## config.mk

```make
export PLATFORM = sky130hd
export DESIGN_NAME = nn_seq_ctrl_flat
export DESIGN_NICKNAME = d
export VERILOG_FILES = /design/src/rtl/nn_seq_ctrl_if.sv /design/src/rtl/nn_seq_ctrl.sv /design/src/flat_wrapper.sv
export SDC_FILE = /design/constraint.sdc
export NUM_CORES = 1
export LEC_CHECK = 0
export ABC_CLOCK_PERIOD_IN_PS = 2100
export CAP_MARGIN = 40
export CORE_ASPECT_RATIO = 1.2
export CORE_UTILIZATION = 27
export CTS_BUF_LIST = sky130_fd_sc_hd__clkbuf_4 sky130_fd_sc_hd__clkbuf_8
export DETAILED_ROUTE_END_ITERATION = 8
export SETUP_SLACK_MARGIN = 0.3
export SKIP_LAST_GASP = 1
export SLEW_MARGIN = 10
export SYNTH_ARGS = -nofsm -noshare
export SYNTH_HDL_FRONTEND = slang
export SYNTH_SLANG_ARGS = --single-unit
export TNS_END_PERCENT = 20
```

## constraint.sdc

```tcl
create_clock -name clock -period 2.1 [get_ports clock]
set_input_delay 0.42 -clock clock [delete_from_list [all_inputs] [get_ports clock]]
set_output_delay 0.42 -clock clock [all_outputs]
set_load 0.01 [all_outputs]
```

## src/rtl/nn_seq_ctrl_if.sv

```systemverilog
// Host-load and datapath-control bundle for nn_seq_ctrl.
// master = host/datapath side, slave = the sequencer.
interface nn_seq_ctrl_if #(
  parameter int AW = 8
);
  logic          start;
  logic          in_valid;
  logic [AW-1:0] count;
  logic          feat_we;
  logic [AW-1:0] feat_addr;
  logic          mac_en;
  logic          acc_clr;
  logic          neuron_done;
  logic [6:0]    neuron_idx;
  logic          busy;
  logic          done;
  logic          err;

  modport master (
    output start, in_valid, count,
    input  feat_we, feat_addr, mac_en, acc_clr, neuron_done, neuron_idx, busy, done, err
  );

  modport slave (
    input  start, in_valid, count,
    output feat_we, feat_addr, mac_en, acc_clr, neuron_done, neuron_idx, busy, done, err
  );
endinterface

```

## src/rtl/nn_seq_ctrl.sv

```systemverilog
// nn_seq_ctrl: loads NIN feature words, then streams NNEU neurons x NIN weight beats to the MAC array.
// Define NN_SEQ_STRICT_IDX_EN to check the host beat index against the internal pointer.
module nn_seq_ctrl #(
  parameter int NIN   = 50,
  parameter int NNEU  = 100,
  parameter int DRAIN = 3,
  parameter int AW    = 8
) (
  input logic          clock,
  input logic          reset,
  nn_seq_ctrl_if.slave bus
);

  typedef enum logic [2:0] {
    S_IDLE    = 3'd0,
    S_LOAD_IN = 3'd1,
    S_LOAD_W  = 3'd2,
    S_FLUSH   = 3'd3,
    S_NDONE   = 3'd4,
    S_CLR     = 3'd5,
    S_DONE    = 3'd6
  } state_e;

  localparam logic [AW-1:0] PTR_ONE    = AW'(1);
  localparam logic [AW-1:0] PTR_LAST   = AW'(NIN - 1);
  localparam logic [AW-1:0] DRAIN_LAST = AW'(DRAIN - 1);
  localparam logic [6:0]    NIDX_LAST  = 7'(NNEU - 1);

  state_e        state_q, state_d;
  logic [AW-1:0] ptr_q, ptr_d;
  logic [AW-1:0] feat_addr_q, feat_addr_d;
  logic [6:0]    nidx_q, nidx_d;
  logic [6:0]    neuron_idx_q;
  logic          feat_we_q, feat_we_d;
  logic          rd_q, rd_d;
  logic          mac_en_q;
  logic          acc_clr_q, acc_clr_d;
  logic          ndone_q, ndone_d;
  logic          busy_q, done_q;
  logic          err_q, err_d;
  logic          drop_s;
  logic          idle_s;
  logic          idx_ok_s;

  assign idle_s = (state_q == S_IDLE) || (state_q == S_DONE);

`ifdef NN_SEQ_STRICT_IDX_EN
  // Feature beats are numbered from 0, weight beats from 1.
  always_comb begin
    if (state_q == S_LOAD_IN) begin
      idx_ok_s = (bus.count == ptr_q);
    end else begin
      idx_ok_s = (bus.count == (ptr_q + PTR_ONE));
    end
  end
`else
  assign idx_ok_s = 1'b1;
`endif

  always_comb begin
    state_d     = state_q;
    ptr_d       = ptr_q;
    nidx_d      = nidx_q;
    feat_addr_d = feat_addr_q;
    feat_we_d   = 1'b0;
    rd_d        = 1'b0;
    acc_clr_d   = 1'b0;
    ndone_d     = 1'b0;
    drop_s      = 1'b0;
    case (state_q)
      S_IDLE, S_DONE: begin
        if (bus.start) begin
          state_d   = S_LOAD_IN;
          ptr_d     = '0;
          nidx_d    = 7'd0;
          acc_clr_d = 1'b1;
        end else begin
          state_d = state_q;
        end
      end
      S_LOAD_IN, S_LOAD_W: begin
        if (bus.in_valid && idx_ok_s) begin
          feat_addr_d = ptr_q;
          feat_we_d   = (state_q == S_LOAD_IN);
          rd_d        = (state_q == S_LOAD_W);
          if (ptr_q == PTR_LAST) begin
            ptr_d   = '0;
            state_d = (state_q == S_LOAD_IN) ? S_LOAD_W : S_FLUSH;
          end else begin
            ptr_d = ptr_q + PTR_ONE;
          end
        end else begin
          drop_s = bus.in_valid;
        end
      end
      // ptr doubles as the drain counter while the MAC pipeline empties.
      S_FLUSH: begin
        drop_s = bus.in_valid;
        if (ptr_q == DRAIN_LAST) begin
          ptr_d   = '0;
          state_d = S_NDONE;
        end else begin
          ptr_d = ptr_q + PTR_ONE;
        end
      end
      S_NDONE: begin
        drop_s  = bus.in_valid;
        ndone_d = 1'b1;
        state_d = (nidx_q == NIDX_LAST) ? S_DONE : S_CLR;
      end
      S_CLR: begin
        drop_s    = bus.in_valid;
        acc_clr_d = 1'b1;
        nidx_d    = nidx_q + 7'd1;
        ptr_d     = '0;
        state_d   = S_LOAD_W;
      end
      default: begin
        state_d = S_IDLE;
      end
    endcase
    if (idle_s && bus.start) begin
      err_d = 1'b0;
    end else begin
      err_d = err_q | drop_s | (bus.start & ~idle_s);
    end
  end

  // State, counters and registered outputs; mac_en trails the read address by the RAM latency.
  always_ff @(posedge clock or posedge reset) begin
    if (reset) begin
      state_q      <= S_IDLE;
      ptr_q        <= '0;
      nidx_q       <= 7'd0;
      feat_addr_q  <= '0;
      feat_we_q    <= 1'b0;
      rd_q         <= 1'b0;
      mac_en_q     <= 1'b0;
      acc_clr_q    <= 1'b0;
      ndone_q      <= 1'b0;
      neuron_idx_q <= 7'd0;
      busy_q       <= 1'b0;
      done_q       <= 1'b0;
      err_q        <= 1'b0;
    end else begin
      state_q      <= state_d;
      ptr_q        <= ptr_d;
      nidx_q       <= nidx_d;
      feat_addr_q  <= feat_addr_d;
      feat_we_q    <= feat_we_d;
      rd_q         <= rd_d;
      mac_en_q     <= rd_q;
      acc_clr_q    <= acc_clr_d;
      ndone_q      <= ndone_d;
      neuron_idx_q <= nidx_q;
      busy_q       <= !((state_d == S_IDLE) || (state_d == S_DONE));
      done_q       <= (state_d == S_DONE);
      err_q        <= err_d;
    end
  end

  assign bus.feat_we     = feat_we_q;
  assign bus.feat_addr   = feat_addr_q;
  assign bus.mac_en      = mac_en_q;
  assign bus.acc_clr     = acc_clr_q;
  assign bus.neuron_done = ndone_q;
  assign bus.neuron_idx  = neuron_idx_q;
  assign bus.busy        = busy_q;
  assign bus.done        = done_q;
  assign bus.err         = err_q;

endmodule

```

## src/flat_wrapper.sv

```systemverilog
// flat-port wrapper written by rule: the top's interface ports become plain ports
module nn_seq_ctrl_flat 
#(
  parameter int NIN   = 50,
  parameter int NNEU  = 100,
  parameter int DRAIN = 3,
  parameter int AW    = 8
)
  (clock, reset, bus_start, bus_in_valid, bus_count, bus_feat_we, bus_feat_addr, bus_mac_en, bus_acc_clr, bus_neuron_done, bus_neuron_idx, bus_busy, bus_done, bus_err);
  nn_seq_ctrl_if #(.AW(AW)) bus_i ();
  input logic clock;
  input logic reset;
  input wire logic [$bits(bus_i.start)-1:0] bus_start;
  input wire logic [$bits(bus_i.in_valid)-1:0] bus_in_valid;
  input wire logic [$bits(bus_i.count)-1:0] bus_count;
  output wire logic [$bits(bus_i.feat_we)-1:0] bus_feat_we;
  output wire logic [$bits(bus_i.feat_addr)-1:0] bus_feat_addr;
  output wire logic [$bits(bus_i.mac_en)-1:0] bus_mac_en;
  output wire logic [$bits(bus_i.acc_clr)-1:0] bus_acc_clr;
  output wire logic [$bits(bus_i.neuron_done)-1:0] bus_neuron_done;
  output wire logic [$bits(bus_i.neuron_idx)-1:0] bus_neuron_idx;
  output wire logic [$bits(bus_i.busy)-1:0] bus_busy;
  output wire logic [$bits(bus_i.done)-1:0] bus_done;
  output wire logic [$bits(bus_i.err)-1:0] bus_err;
  assign bus_i.start = bus_start;
  assign bus_i.in_valid = bus_in_valid;
  assign bus_i.count = bus_count;
  assign bus_feat_we = bus_i.feat_we;
  assign bus_feat_addr = bus_i.feat_addr;
  assign bus_mac_en = bus_i.mac_en;
  assign bus_acc_clr = bus_i.acc_clr;
  assign bus_neuron_done = bus_i.neuron_done;
  assign bus_neuron_idx = bus_i.neuron_idx;
  assign bus_busy = bus_i.busy;
  assign bus_done = bus_i.done;
  assign bus_err = bus_i.err;
  nn_seq_ctrl #(.NIN(NIN), .NNEU(NNEU), .DRAIN(DRAIN), .AW(AW)) u_core (.clock(clock), .reset(reset), .bus(bus_i));
endmodule
```

==> metrics.md, run 1 <==
| Metric | Value |
|---|---|
| Setup ws final | `0.2359 ns` |
| Cells after synthesis | `174` |
| Detail-routed via count per cell | `4.681` |
| Top FF cell, synth | `dfrtp_1` |
| Die area | `7404 um2` |
| Remaining Overflow, GRT | `0` |
| Final Setup Violations | `0` |
| Total GRT Usage | `0.1150` |
| Antenna violations before repair | `0` |
| Avg Cell Area, Syn | `10.96 um2` |
| Setup Crit Path Kind | `flop to flop` |
| Starting density of the core | `0.2799` |
| WL/cell | `12.07 um` |
| Vias in the first global route | `1,494` |
| Yosys top cell area share | `0.5381` |
| Pleak | `0.001142 uW` |
| Max-cap violations | `0` |
| Headroom to the max-slew limit | `0.6613` |
| Largest net degree at the start of global routing | `42` |
| HP Class | `flop to flop` |
| Pre-antenna DRT Iters | `4` |
| RSZ-0062 raised after global routing | `true` |
| Worst path arrival time | `2.04 ns` |
| Crit end category | `flop` |
| Adder-Cell Fraction of Synth Area | `0.02625` |
| Peak supply drop | `0.0006514 V` |
| Worst Clk Skew | `0.004066 ns` |
| GPL Wtd Cong | `0.7711` |
| Iter 0 DRT Violations | `16` |
| Nets | `241` |
| Width of the die | `78.72 um` |
| DRC viols | `0` |
| Asr flop ratio synth | `1.000` |
| Element type at the critical path start | `flop` |
| EDFF count, synth | `0` |
| Final Critical Period | `1.864 ns` |
| Worst-path clk slew | `0.07 ns` |
| Area Growth Syn to Fin | `34.32%` |
| Synth top area cells | `dfrtp_1 54%, mux2_2 5.3%, nand2_1 3.1%, ha_1 2.6%, nand3_1 2.6%` |
| Hold Fails Final Rpt | `0` |
| Reg area | `1030 um2` |
| CTS tree | `yes` |
| Antenna-violating nets left | `0` |
| Hold_ws | `0.3594 ns` |
| Synth Register Bits | `41` |
| Ant diodes | `0` |
| Post-synthesis simple-gate area fraction | `0.1988` |
| Sequential cell area fraction in the yosys report | `0.5381` |
| Vias | `1,465` |
| Ports | `34` |
| Die H | `94.06 um` |
| Clock latency on the worst-skew pair | `0.29 ns` |
| Synthesis warning total | `0` |
| CTS Sinks | `41` |
| First-pass GRT wire length | `6.610 mm` |
| Maximum root-to-sink buffer count | `2` |
| Layout cell share with drive strength beyond 1 | `0.2788` |
| Post-synthesis mux area share | `0.06365` |
| Core Region | `6813 um2` |
| Post-synthesis xor/xnor area fraction | `0.009186` |
| Least-Margin Pin Slew | `0.5080 ns` |
| Setup WS pre-CTS | `-0.02577 ns` |
| Max-slew violation count | `0` |
| Crit path max fanout | `5` |
| Syn Nets | `190` |
| CTS Buf Count | `5` |
| DP Wirelength | `2.696 mm` |
| Count of different cell masters after synthesis | `46` |
| Critical path required time | `2.28 ns` |
| Combinational family with the most area after synthesis | `simple AND/OR/NAND/NOR gates` |
| Area leader, netlist | `dfrtp_1` |
| Fin crit share | `0.8877` |
| WL final | `3.778 mm` |
| Status | `finished clean` |
| CTS H-Tree Depth | `2` |
| CTS root buf | `clkbuf_8` |
| Num rows | `33` |
| Cell Pwr Density | `1122 nW/um2` |
| Mapped Area | `1907 um2` |
| Fill count | `673` |
| IO buf count | `25` |
| Peak Freq | `536.4 MHz` |
| Synth Area in Compound Gates | `0.1306` |
| Multi-input gate area | `854.6 um2` |
## path summary, 6_finish.rpt
check | from | to | slack [ns] | depth (start not counted)
worst max register to register | u_core.ptr_q[0]$_DFFE_PP0P_ | u_core.ptr_q[4]$_DFFE_PP0P_ | 0.24 | 7
worst max-delay path | u_core.ptr_q[0]$_DFFE_PP0P_ | u_core.ptr_q[4]$_DFFE_PP0P_ | 0.24 | 7
max in group asynchronous | reset | u_core.state_q[2]$_DFF_PP0_ | 1.16 | 3
worst min register to register | u_core.rd_q$_DFF_PP0_ | u_core.bus.mac_en$_DFF_PP0_ | 0.36 | 0
worst min-delay path | u_core.rd_q$_DFF_PP0_ | u_core.bus.mac_en$_DFF_PP0_ | 0.36 | 0
min in group asynchronous | reset | u_core.bus.neuron_idx[6]$_DFF_PP0_ | 0.58 | 3
## worst max-delay path, stage by stage, from the launching register on
cell	delay, ns
dfrtp_1	0.40
inv_2	0.08
ha_4	0.12
or3b_4	0.40
o22ai_2	0.12
a221o_2	0.25
nor2_4	0.07
a221o_1	0.31
## flip-flops by register name, summed over array words and instances (netlist names)
name,count
u_core.bus.feat_addr,8
u_core.ptr_q,8
u_core.bus.neuron_idx,7
u_core.nidx_q,7
u_core.state_q,3
u_core.bus.acc_clr,1
u_core.bus.busy,1
u_core.bus.done,1
u_core.bus.err,1
u_core.bus.feat_we,1
u_core.bus.mac_en,1
u_core.bus.neuron_done,1
u_core.rd_q,1
## cells by family after synthesis
kind of cell / after synthesis
buffers and inverters: 14
AOI/OAI and AO/OA: 33
DFF: 41
and+or+nand+nor: 69
muxes: 11
xor gates and xnor gates: 2
adders and majority gates: 4
## per-stage QoR
step                      power, uW  utilization  TNS (ns)  instance area, um2  std cells
after detailed placement       2218       0.3445  -0.06248                2347        294
after global routing           3091       0.3759         0                2561        313
after CTS                      2892       0.3730         0                2541        312
after global placement         2198       0.3445  -0.02151                2347        294
after floorplan                1760            -         0                1909        174
final                          2874       0.3759         0                2561        313
## placed cells by master (no fill, tap or decap), types with 2 or more instances in the layout
master,instances
o21bai_1,3
ha_1,2
nand3_1,9
a21oi_1,2
a22o_1,4
and2_1,3
dfrtp_2,3
nand2b_1,5
xor2_1,2
and3_1,3
clkbuf_8,5
nand3b_1,2
dfrtp_1,38
mux2i_1,2
nand2_1,16
buf_4,26
nor2_1,9
and3_2,2
or3_1,2
clkinv_2,2
nor2b_1,6
mux2_2,9
clkdlybuf4s50_1,24
inv_1,5
o31ai_1,3
o21ai_0,9
## routing by layer
metal,wire [um],GRT usage,vias up
li1,-,-,718
met1,1614,0.1247,712
met2,1922,0.2116,27
met3,161,0.03301,8
met4,80,0.03858,0
met5,0,0,-
## power breakdown
group          internal [uW]  switching, uW  leakage, uW
clock                    243            259    0.0000484
sequential               993            160     0.000517
combinational            713            506     0.000576
total                   1950            925      0.00114
## Yosys cell counts, types with 3 or more instances
cell	number
a22o_1	4
nor2b_1	6
o21ai_0	9
clkbuf_1	4
and3_1	4
nand3_1	10
mux2_2	9
inv_1	6
and2_1	3
o21bai_1	3
o31ai_1	3
dfrtp_1	41
ha_1	4
nand2_1	16
nor2_1	10
nand2b_1	5
## area by class of cell
cell class / count / area share
multi-input combinational: 119 / 0.3337
inverter: 6 / 0.008793
timing repair buffer: 52 / 0.1793
clock buffer: 6 / 0.02980
tap: 87 / 0.04250
clock inverter: 2 / 0.003908
sequential: 41 / 0.4021
## what timing repair did
action | 4_1_cts | 5_1_grt
gates resized for setup | 8 | 6
hold buffers | 0 | 0
pin swaps | 8 | 4
endpoints found under the hold margin | 0 | 0
setup endpoints to repair | 9 | 15
setup buffers | 10 | 1
Power figures use the tool's default switching activity.
==> run 2, diff against run 1 <==
--- a/config.mk
+++ b/config.mk
@@ -11,6 +11,7 @@
 export CORE_UTILIZATION = 27
 export CTS_BUF_LIST = sky130_fd_sc_hd__clkbuf_4 sky130_fd_sc_hd__clkbuf_8
 export DETAILED_ROUTE_END_ITERATION = 8
+export HOLD_SLACK_MARGIN = 0.08
 export SETUP_SLACK_MARGIN = 0.3
 export SKIP_LAST_GASP = 1
 export SLEW_MARGIN = 10
==> results of run 2 <==
The final DEF is identical to that of run 1; final timing and power are the same.
==> RTL edit 1: new RTL, settings of run 1 <==
One comparison of `nidx_q` changes from == to >=.
--- a/src/rtl/nn_seq_ctrl.sv
+++ b/src/rtl/nn_seq_ctrl.sv
@@ -106,7 +106,7 @@
       S_NDONE: begin
         drop_s  = bus.in_valid;
         ndone_d = 1'b1;
-        state_d = (nidx_q == NIDX_LAST) ? S_DONE : S_CLR;
+        state_d = (nidx_q >= NIDX_LAST) ? S_DONE : S_CLR;
       end
       S_CLR: begin
         drop_s    = bus.in_valid;
Function: same outputs for any inputs over 10 cycles, from zero or initial values and one cycle with reset high; that may be too few to reach the edited logic, so the function may still have changed.
==> RTL edit 1 against run 1 <==
The run now ends with design-rule violations left; power fell by 3.3%; wire length up 0.69%; sequential cell count stayed put; cell count fell by 1.9%; final area shrank 4.8%; worst setup slack got worse by 0.15 ns; worst hold slack got worse by 0.0088 ns; area after synthesis shrank 0.98%; largest cell class unchanged.
==> RTL edit 1: results (changes against run 1) <==
- HPWL Detailed: 2.74 mm (was 2.70 mm)
- CTS buffer count: 5 (unchanged)
- LEAKAGE: 0.00107 uW (was 0.00114 uW)
- Share of cells above drive strength 1: 20.9% (was 27.9%)
- Failing checks: design-rule violations
- Worst VDD drop: 0.000378 V (was 0.000651 V)
- Register area share after synthesis: 54.3% (was 53.8%)
- Status: finished with violations (was complete, no violations)
- Mapped Cells: 174 (unchanged)
- DRC Markers: 2 (was 0)
- Comb. pwr: 1170 uW (was 1220 uW)
- Crit path largest cell delay: 0.59 ns (was 0.40 ns)
- Port bufs: 25 (unchanged)
- Switching pwr: 978 uW (was 925 uW)
- Antenna violations before repair: 0 (unchanged)
- Crit path DAT: 2.20 ns (was 2.04 ns)
- Rel. slew slack: 65.9% (was 66.1%)
- GRT Total Usage: 11.6% (was 11.5%)
- Pre-CTS setup slack: -0.0288 ns (was -0.0258 ns)
- Vias/cell: 4.72 (was 4.68)
- Drt total wl: 3.80 mm (was 3.78 mm)
- Number of global-route vias before repair: 1363 (was 1494)
- H-tree depth: 2 (unchanged)
- Post-synth cell types: 42 (was 46)
- Clock share of power: 18.0% (was 17.5%)
- Largest net degree at the start of global routing: 42 (unchanged)
- Fill count: 698 (was 673)
- GP Congestion: 0.777 (was 0.771)
- DP Cell Count: 299 (was 294)
- Final Skew: 0.0100 ns (was 0.00407 ns)
- Crit Path Max Fanout: 8 (was 5)
- Routed wire length per instance: 12.4 um (was 12.1 um)
- Crit-path slowest cell: or4_4 (was dfrtp_1)
- 1st-pass router iterations: 7 (was 4)
- Nets: 235 (was 241)
- First DRT Iteration DRCs: 81 (was 16)
- DP Area: 2350 um2 (about the same)
- Yosys warning count: 0 (unchanged)
- First-pass GRT wire length: 6.51 mm (was 6.61 mm)
- Top cells by area, synth: dfrtp_1 54%, o21ai_0 5.6%, mux2_2 4.2%, nand2_1 3.4%, ha_1 2.7% (was dfrtp_1 54%, mux2_2 5.3%, nand2_1 3.1%, ha_1 2.6%, nand3_1 2.6%)
- Most frequent cells after synthesis: 41 x dfrtp_1, 21 x o21ai_0, 17 x nand2_1 (was 41 x dfrtp_1, 16 x nand2_1, 10 x nand3_1, 10 x nor2_1)
- Antenna cells: 0 (unchanged)
- Comb power frac: 42.2% (was 42.4%)
-- RTL edit 1: layer usage --
layer,global-route usage (%),wire (um)
met5,0,0
met1,14.0,1690
met3,2.54,134
met4,5.09,52
met2,19.7,1930
-- RTL edit 1: cell type report --
cell class / count / area [um2] / share of cell area, %
inverters: 7 / 26.3 / 1.08
multi-input cells: 122 / 813 / 33.4
clock buffers: 5 / 68.8 / 2.82
well taps: 87 / 109 / 4.46
repair buffers: 42 / 378 / 15.5
flip-flops and latches: 41 / 1030 / 42.1
clock inverters: 3 / 17.5 / 0.718
-- RTL edit 1: worst reg2reg max path, stage by stage, from the launching register on --
cell	delay, ns
dfrtp_1	0.38
or4_4	0.59
o21a_4	0.25
o221ai_4	0.30
nor2_4	0.09
a221o_1	0.30
-- RTL edit 1: cell families (layout without fill, tap and decap cells) --
group                    count (synthesis)  in the layout  synth area share [%]
AO/OA/AOI/OAI                           44             44                  16.5
XOR/XNOR                                 1              1                 0.464
adder cells (fa/ha/maj)                  4              4                  2.65
buffers and inverters                   11             57                  2.72
flip-flops                              41             41                  54.3
multiplexers                             9              9                  5.24
AND/OR/NAND/NOR                         64             64                  18.1
-- RTL edit 1: final timing paths --
kind	from	to	slack (ns)	depth (start not counted)
min in group asynchronous	reset	u_core.bus.feat_addr[5]	0.54	3
hold / removal	u_core.rd_q	u_core.bus.mac_en	0.35	0
hold reg to reg	u_core.rd_q	u_core.bus.mac_en	0.35	0
max in group asynchronous	reset	u_core.bus.done	1.19	3
setup reg to reg	u_core.ptr_q[3]	u_core.ptr_q[4]	0.09	5
setup / recovery	u_core.ptr_q[3]	u_core.ptr_q[4]	0.09	5
-- RTL edit 1: timing repair --
item,in CTS,in global routing
setup buffers,0,0
endpoints found under the setup margin,9,14
pin swaps,2,0
cloned,0,0
resized for setup,0,0
==> RTL edit 2: new RTL, flow settings as in run 1 <==
Without the edit above. Build with the macro `NN_SEQ_STRICT_IDX_EN` defined.
--- a/src/rtl/nn_seq_ctrl.sv
+++ b/src/rtl/nn_seq_ctrl.sv
@@ -1,5 +1,7 @@
 // nn_seq_ctrl: loads NIN feature words, then streams NNEU neurons x NIN weight beats to the MAC array.
 // Define NN_SEQ_STRICT_IDX_EN to check the host beat index against the internal pointer.
+`define NN_SEQ_STRICT_IDX_EN
+
 module nn_seq_ctrl #(
   parameter int NIN   = 50,
   parameter int NNEU  = 100,
Formal check against the unedited RTL: not equivalent (Yosys sat finds a counterexample within 4 cycles, from zero or initial values and one cycle with reset high).
==> RTL edit 2 against run 1 <==
Critical path type unchanged; final area increased by 27%; the run now ends with negative setup slack left; count of clock-buffer cells in the layout unchanged; sequential cell count unchanged; area after synthesis increased by 20%; worst setup slack got worse by 0.47 ns; wire length increased by 48%; highest routed layer unchanged.
Power is not compared: it rests on default switching activity, and its combinational part moved more than twofold at a synthesized area within 25%.
==> RTL edit 2: results (changes against run 1) <==
- Critical Path Start: u_core.ptr_q[1] (was u_core.ptr_q[0])
- Final Skew: 0.00533 ns (was 0.00407 ns)
- Most frequent cells after synthesis: 41 x dfrtp_1, 20 x nand2_1, 18 x nor2_1 (was 41 x dfrtp_1, 16 x nand2_1, 10 x nand3_1, 10 x nor2_1)
- Inverter count: 9 (was 6)
- Status: finished with violations (was complete, no violations)
- Synthesized netlist net count: 248 (was 190)
- Failing checks: negative setup slack
- Clock Network Area Fraction: 2.96% (was 3.37%)
- Worst r2r dst: u_core.bus.feat_addr[0] (was u_core.ptr_q[4])
- Multi-input gate share of total cell area: 38.6% (was 33.4%)
- Top cells by area, synth: dfrtp_1 45%, mux2_2 3.9%, nand2_1 3.3%, o31ai_1 3.3%, o21ai_0 3.1% (was dfrtp_1 54%, mux2_2 5.3%, nand2_1 3.1%, ha_1 2.6%, nand3_1 2.6%)
- HPWL Detailed: 4.17 mm (was 2.70 mm)
- Fill count: 814 (was 673)
- Crit Path Max Fanout: 8 (was 5)
- Worst skew pair latency: 0.30 ns
- Hold Path Depth: 0 (unchanged)
- Worst-Margin Slew: 0.522 ns (was 0.508 ns)
- DP Area: 3090 um2 (was 2350 um2)
- Nonclk buf count: 81 (was 52)
- Final Setup Violations: 21 (was 0)
- Register area share after synthesis: 44.9% (was 53.8%)
- Post-Syn Area: 2280 um2 (was 1910 um2)
- Synth Area in Adders: 2.19% (was 2.62%)
- Delay-heaviest family, CP: simple AND/OR/NAND/NOR gates (was compound AO/OA/AOI/OAI gates)
- Port bufs: 33 (was 25)
- GP Congestion: 0.865 (was 0.771)
- Register area: 1030 um2 (unchanged)
- First DRT Iteration DRCs: 78 (was 16)
- DP Cell Count: 412 (was 294)
- Buffering overhead: 21.3% (was 17.9%)
- Setup TNS: -3.28 ns (was 0 ns)
- Nets: 323 (was 241)
- 1st-pass router iterations: 5 (was 4)
- Mapped Avg Cell Area: 9.85 um2 (was 11.0 um2)
- Routed wire length per instance: 13.2 um (was 12.1 um)
- CTS buffer count: 5 (unchanged)
- Number of global-route vias before repair: 1967 (was 1494)
- Hold WS: 0.352 ns (was 0.359 ns)
- Synth-to-layout area growth: 42.6% (was 34.3%)
- Ys async rst share: 100% (unchanged)
- CP endpoint: u_core.bus.feat_addr[0] (was u_core.ptr_q[4])
- Synth Area in XOR/XNOR: 4.93% (was 0.919%)
- Vias/cell: 4.72 (was 4.68)
- First-pass GRT wire length: 9.36 mm (was 6.61 mm)
- Post-synthesis compound-gate area fraction: 19.1% (was 13.1%)
- Crit path DAT: 2.52 ns (was 2.04 ns)
- Post-route setup slack: -0.238 ns (was 0.236 ns)
- Crit path largest cell delay: 0.51 ns (was 0.40 ns)
- GRT Total Usage: 13.6% (was 11.5%)
- Seq cells: 41 (unchanged)
- Multi-In Gates: 169 (was 119)
- Share of cells above drive strength 1: 31.5% (was 27.9%)
- Crit-path slowest cell: or4b_1 (was dfrtp_1)
- Drt total wl: 5.58 mm (was 3.78 mm)
==> RTL edit 2: stage by stage <==
step | utilization, % | power [uW] | setup WS (ns)
global placement | 37.9 | 937 | -0.689
detailed placement | 37.9 | 939 | -0.703
finish | 39.9 | 1470 | -0.238
floorplan | - | 875 | -0.245
CTS | 39.3 | 1490 | -0.244
global route | 39.9 | 1540 | -0.337
==> RTL edit 2: worst register-to-register path, stage by stage, from the launching register on <==
cell     delay (ns)
dfrtp_2        0.45
and3_4         0.19
or4b_1         0.51
a21o_1         0.20
and2_4         0.18
nor3_4         0.23
nand2_4        0.14
mux2_4         0.33
==> RTL edit 2: per-layer routing <==
layer	wire length, um	share of wire [%]	up-vias	GRT usage, %
li1	-	-	982	-
met4	74	1.3	0	4.87
met3	195	3.5	6	2.72
met1	2480	45	957	16.6
met2	2820	51	45	23.9
met5	0	0	-	0
==> RTL edit 2: timing repair <==
item,in CTS,in global routing
buffers inserted,1,1
hold buffers,0,0
pin swaps,4,1
resized for setup,6,10
setup endpoints to repair,25,29
